`config.mk`:
```
export PLATFORM = sky130hd
export DESIGN_NAME = mult_controller
export DESIGN_NICKNAME = d
export VERILOG_FILES = /design/src/rtl/mult_controller_pkg.sv /design/src/rtl/mult_controller.sv
export SDC_FILE = /design/constraint.sdc
export NUM_CORES = 1
export LEC_CHECK = 0
export CAP_MARGIN = 20
export CORE_AREA = 2 2 39 41
export CTS_BUF_LIST = sky130_fd_sc_hd__clkbuf_8 sky130_fd_sc_hd__clkbuf_16
export DETAILED_ROUTE_END_ITERATION = 10
export DIE_AREA = 0 0 41 43
export DONT_BUFFER_PORTS = 1
export PLACE_DENSITY_LB_ADDON = 0.12
export SLEW_MARGIN = 20
export SYNTH_ARGS = -nofsm -noshare
export SYNTH_HDL_FRONTEND = slang
export SYNTH_SLANG_ARGS = --single-unit
```
`constraint.sdc`:
```
create_clock -name clk -period 1.75 [get_ports clk]
set_input_delay 0.2625 -clock clk [delete_from_list [all_inputs] [get_ports clk]]
set_output_delay 0.2625 -clock clk [all_outputs]
set_load 0.02 [all_outputs]
```
`src/rtl/mult_controller_pkg.sv`:
```
// Shared definitions for the multiplier controller: state encoding and the
// bundle of datapath control strobes it drives.
package mult_controller_pkg;

  typedef enum logic [2:0] {
    IDLE  = 3'd0,
    LOAD  = 3'd1,
    NORM1 = 3'd2,
    NORM2 = 3'd3,
    MULT  = 3'd4,
    SHIFT = 3'd5,
    WRITE = 3'd6,
    DONE  = 3'd7
  } state_t;

  typedef struct packed {
    logic ld1;
    logic ld2;
    logic ld3;
    logic shl1;
    logic shl2;
    logic shl3;
    logic cnt1;
    logic cnt2;
    logic clrCntr;
    logic wr;
    logic busy;
    logic done;
  } ctrl_t;

  localparam ctrl_t CTRL_NONE = '0;

endpackage

```
`src/rtl/mult_controller.sv`:
```
// Sequencer for the normalise-multiply-write datapath: walks every operand
// pair in the RAM, normalising both operands before each product is formed.
module mult_controller
  import mult_controller_pkg::*;
(
  input  logic clk,
  input  logic rst,
  input  logic start,
  input  logic msb1,
  input  logic msb2,
  input  logic co1,
  input  logic co2,
  input  logic co3,
  output logic ld1,
  output logic ld2,
  output logic ld3,
  output logic shl1,
  output logic shl2,
  output logic shl3,
  output logic cnt1,
  output logic cnt2,
  output logic clr_cntr,
  output logic wr,
  output logic busy,
  output logic done
);

  state_t r_state;
  state_t w_nextState;
  ctrl_t  w_ctrl;

  always_ff @(posedge clk) begin
    if (rst) r_state <= IDLE;
    else     r_state <= w_nextState;
  end

  // Strobes are gated by rst so the datapath sees no activity while reset is held.
  always_comb begin
    w_nextState = r_state;
    w_ctrl      = CTRL_NONE;
    if (!rst) begin
      case (r_state)
        IDLE: begin
          if (start) w_nextState = LOAD;
        end
        LOAD: begin
          w_ctrl.ld1     = 1'b1;
          w_ctrl.ld2     = 1'b1;
          w_ctrl.clrCntr = 1'b1;
          w_nextState    = NORM1;
        end
        NORM1: begin
          if (!msb1 && !co3) w_ctrl.shl1 = 1'b1;
          else               w_nextState = NORM2;
        end
        NORM2: begin
          if (!msb2 && !co3) w_ctrl.shl2 = 1'b1;
          else               w_nextState = MULT;
        end
        MULT: begin
          w_ctrl.ld3  = 1'b1;
          w_nextState = SHIFT;
        end
        SHIFT: begin
          w_ctrl.shl3 = 1'b1;
          w_ctrl.cnt2 = 1'b1;
          if (co2) w_nextState = WRITE;
        end
        WRITE: begin
          w_ctrl.wr   = 1'b1;
          w_ctrl.cnt1 = 1'b1;
          w_nextState = co1 ? DONE : LOAD;
        end
        DONE: begin
          w_ctrl.done = 1'b1;
          w_nextState = IDLE;
        end
        default: w_nextState = IDLE;
      endcase
      w_ctrl.busy = (r_state != IDLE);
    end
  end

  assign ld1      = w_ctrl.ld1;
  assign ld2      = w_ctrl.ld2;
  assign ld3      = w_ctrl.ld3;
  assign shl1     = w_ctrl.shl1;
  assign shl2     = w_ctrl.shl2;
  assign shl3     = w_ctrl.shl3;
  assign cnt1     = w_ctrl.cnt1;
  assign cnt2     = w_ctrl.cnt2;
  assign clr_cntr = w_ctrl.clrCntr;
  assign wr       = w_ctrl.wr;
  assign busy     = w_ctrl.busy;
  assign done     = w_ctrl.done;

endmodule

```
Word level (Yosys, flattened, before mapping):

Index checks and enable logic that the tools add are counted.

* reductions and logical operators: 8
* muxes and demuxes: 17
* equality and inequality tests: 11

Operators with widths (count)
* $pmux 3 s8: 1
* $mux 3: 5
* $eq 3x3->1 const B: 4
* $mux 12: 1
* $mux 1: 9
* $ne 2x2->1 const B: 4
* $eq 3x2->1 const B: 2
* $reduce_and 4->1: 1
* $eq 3x1->1 const B: 1
* $logic_not 1->1: 3
* $logic_not 3->1: 1
* $reduce_bool 3->1: 1
* $logic_and 1x1->1: 2
* $mux 2: 1

* input bits: 8
* register bits: 3
* word-level logic and storage cells: 37
* output and inout bits: 12

Logic depth before layout (Yosys ltp):

* depth in word-level cells: 5
* gate-level depth with buffers: 4

Worst setup path after synthesis:

OpenSTA, ideal clock, no wires.

* path type: register -> output
* from: register r_state[0]
* to: output port ld1
* cell stages (with the launch flop): 5
* path slack: 0.036 ns
* required time: 1.487 ns
* arrival time: 1.451 ns
* cell sequence: dfxtp_1 -> buf_4 -> nand2b_1 -> nor3_1 -> buf_4

* cells in the longest elaborated chain, start to end: 3

RTL lines
* start: declaration: RTL line mult_controller.sv:28 `state_t r_state;`
* start signal: assignment: RTL line mult_controller.sv:34 `else r_state <= w_nextState;`
* $eq 3x1->1: RTL line mult_controller.sv:42 `case (r_state)`
* $mux 2: RTL line mult_controller.sv:42
* $mux 12: RTL line mult_controller.sv:41 `if (!rst) begin`
* end: declaration: RTL line mult_controller.sv:14 `output logic ld1,`

No other way between the ends.

Worst setup path in the final report:

* from: register r_state[2]
* to: output port shl2

* cells in the longest elaborated chain, start to end: 3

RTL lines
* $eq 3x2->1: RTL line mult_controller.sv:42
* $mux 1: RTL line mult_controller.sv:42
* $mux 12: RTL line mult_controller.sv:41
* end: declaration: RTL line mult_controller.sv:18 `output logic shl2,`

No other way between the ends.

==> key figures <==
Finish
  – Ant diodes: 0
  – Syn-to-layout area delta: 29.5%
  – Largest register FFs: 3
  – Fill count: 153
  – Ratio of cells with drive above 1 in the final layout: 0.395
  – Biggest regs: r_state: 3 flops
  – Commonest non-fill, non-tap cell in the layout: buf_4
  – Largest Register: r_state
  – Nets@finish: 52
  – Most frequent cells in the layout: buf_4 (6), nor3_1 (5), nor2_1 (3), inv_1 (3), clkbuf_8 (3)

STA
  – Setup TNS: 0 ns
  – Clock Skews: 0.00157 ns
  – F_max: 0.608 GHz
  – Final WS setup: 0.107 ns
  – Post-route minimum period: 1.64 ns
  – Unrepaired setup endpoints after global routing: no
  – Final period util: 0.939
  – Fin. max-slew vios: 0
  – Final hold vios: 0
  – # setup viols final: 0
  – Worst slew pin tran: 0.394 ns
  – Slew HR: 0.737

GRT
  – Total track usage: 0.101
  – Initial antenna violation count: 0
  – Largest net degree at the start of global routing: 15
  – Vias in the first global route: 285
  – Overflow after GRT: 0
  – First-pass GRT wire length: 1160 um

Clocking
  – Sink Count: 3
  – Worst-path clk slew: 0.03 ns
  – # hold bufs at CTS: 0
  – CTS buffer count: 3
  – Clk buf depth: 2
  – Post-cts resize count: 0
  – H-tree levels: 1
  – CTS tree: yes
  – Total setup buffers inserted after CTS: 0
  – Clk_lat worst skew: 0.22 ns
  – CTS root buffer: clkbuf_8

Detailed routing
  – Metal3 WL: 58 um
  – Starting DRT DRC Count: 1
  – Vias: 278
  – DRT Pass-1 Iters: 3
  – Drt drc: 0
  – Drt wl/cell: 11.6 um
  – Metal1 wirelength: 272 um
  – Met2 Wirelength: 327 um
  – Post-route ant nets: 0
  – Top Layer Used: met4
  – Final WL: 686 um
  – Via density: 4.71

Yosys
  – Synth Area per Inst: 7.70 um^2
  – Yosys reg bits: 3
  – Mapped Nets: 46
  – Post-synthesis instance total: 38
  – Synth Warn #: 0
  – Sequential element share of the synthesized area: 0.205
  – Unique masters post-synth: 21
  – Synth Cell Area: 293 um^2

Worst setup path
  – CP Max Fanout: 8
  – CP required: 1.49 ns
  – Reg2Reg Depth: 3
  – R2R setup slack: 0.44 ns
  – Type of origin of the critical path: flop
  – Worst Path Arrival: 1.38 ns
  – Reg2Reg Launch Point: r_state[2]
  – Worst setup EP type: output port
  – WS Path Type: reg2out
  – Critical Path End: shl2
  – RR Endpoint: r_state[1]
  – Crit. Startpoint: r_state[2]

Power
  – Peak VDD IR: 0.313 mV
  – Total power draw: 356 uW
  – Pleak: 0.158 nW
  – Flop pwr share: 0.260
  – Comb power frac: 0.168
  – Clk pwr share: 0.572
  – Internal power: 253 uW
  – Sw frac: 0.289
  – NetSw: 103 uW
  – Cell Pwr Density: 940 nW/um^2

Place
  – Setup WS pre-CTS: 0.241 ns
  – RePlAce Congestion: 0.714
  – HPWL after detailed placement: 522 um
  – PortBufs: 0

Floorplan
  – Initial Util: 0.212
  – DIE WIDTH: 41 um
  – Die ar.: 1760 um^2
  – # IOs: 20
  – Rows: 14
  – Die height: 43 um
  – Core area: 1380 um^2

Hold path
  – Hold/Removal Path Class: in2reg

Flow run
  – Max Cap Viol: 0

Status
  – Status: complete, no violations
power by group through the flow:
stage | Sequential [mW] | Combinational [mW] | Clock, mW
final | 0.0926 | 0.0600 | 0.204
after global routing | 0.0958 | 0.0668 | 0.213
after CTS | 0.0913 | 0.0603 | 0.207
after detailed placement | 0.0920 | 0.0598 | 0
after global placement | 0.0916 | 0.0609 | 0
after floorplan | 0.0827 | 0.0648 | 0
cell usage after synthesis:
cell type / n / area share
a21oi_1: 1 / 0.017
and2b_2: 1 / 0.030
dfxtp_1: 3 / 0.21
a211oi_1: 1 / 0.026
or3b_2: 1 / 0.030
inv_1: 2 / 0.026
buf_4: 5 / 0.13
or3b_4: 1 / 0.038
a211oi_2: 1 / 0.043
nor2_1: 3 / 0.038
and2b_1: 2 / 0.051
nor4_1: 1 / 0.021
nor2b_1: 1 / 0.021
nor3_1: 6 / 0.10
o221ai_1: 1 / 0.030
nand2b_1: 2 / 0.043
nand2_1: 1 / 0.013
o21ai_0: 1 / 0.017
o311a_1: 2 / 0.068
nand3b_1: 1 / 0.026
a21o_1: 1 / 0.026
metal layers:
layer / global-route usage / vias up
li1: - / 143
met1: 0.109 / 121
met2: 0.141 / 11
met3: 0.0524 / 3
met4: 0.0800 / 0
met5: 0 / -
critical path, stage by stage (launching register included):
cell	delay [ns]
dfxtp_1	0.37
or3b_4	0.45
nor3_1	0.16
buf_4	0.17
through the flow:
step                      area (um^2)  hold slack, ns  std cells   util
final                             379           0.193         59  0.274
after global routing              379           0.204         59  0.274
after CTS                         370           0.196         59  0.268
after detailed placement          325           0.424         55  0.235
after global placement            325           0.432         55  0.235
after floorplan                   293           0.406         38      -
how the worst min path moves through the flow:
stage / slack (ns) / cells past startpoint / end / start
after CTS: 0.20 / 2 / r_state[2] / rst
after global placement: 0.43 / 2 / r_state[2] / rst
after detailed placement: 0.42 / 2 / r_state[2] / rst
after global routing: 0.20 / 2 / r_state[2] / rst
final: 0.19 / 2 / r_state[2] / rst
after floorplan: 0.41 / 2 / r_state[2] / rst
layout make-up:
| type | instances | area (um^2) | share of cell area |
|---|---|---|---|
| Clock buffer | 3 | 41.3 | 0.109 |
| Sequential cell | 3 | 62.6 | 0.165 |
| Timing Repair Buffer | 6 | 45.0 | 0.119 |
| Clock inverter | 1 | 3.75 | 0.00990 |
| Tap cell | 16 | 20.0 | 0.0528 |
| Multi-Input combinational cell | 28 | 199 | 0.525 |
| Inverter | 2 | 7.51 | 0.0198 |
cells by family (layout without fill, tap and decap cells):
family,after synthesis,after routing,share of synthesized area
buffers and inverters,7,12,0.154
flip-flops,3,3,0.205
AND/OR/NAND/NOR,20,20,0.415
AO/OA/AOI/OAI,8,8,0.226
No activity file was read; power rests on OpenSTA's default activity.
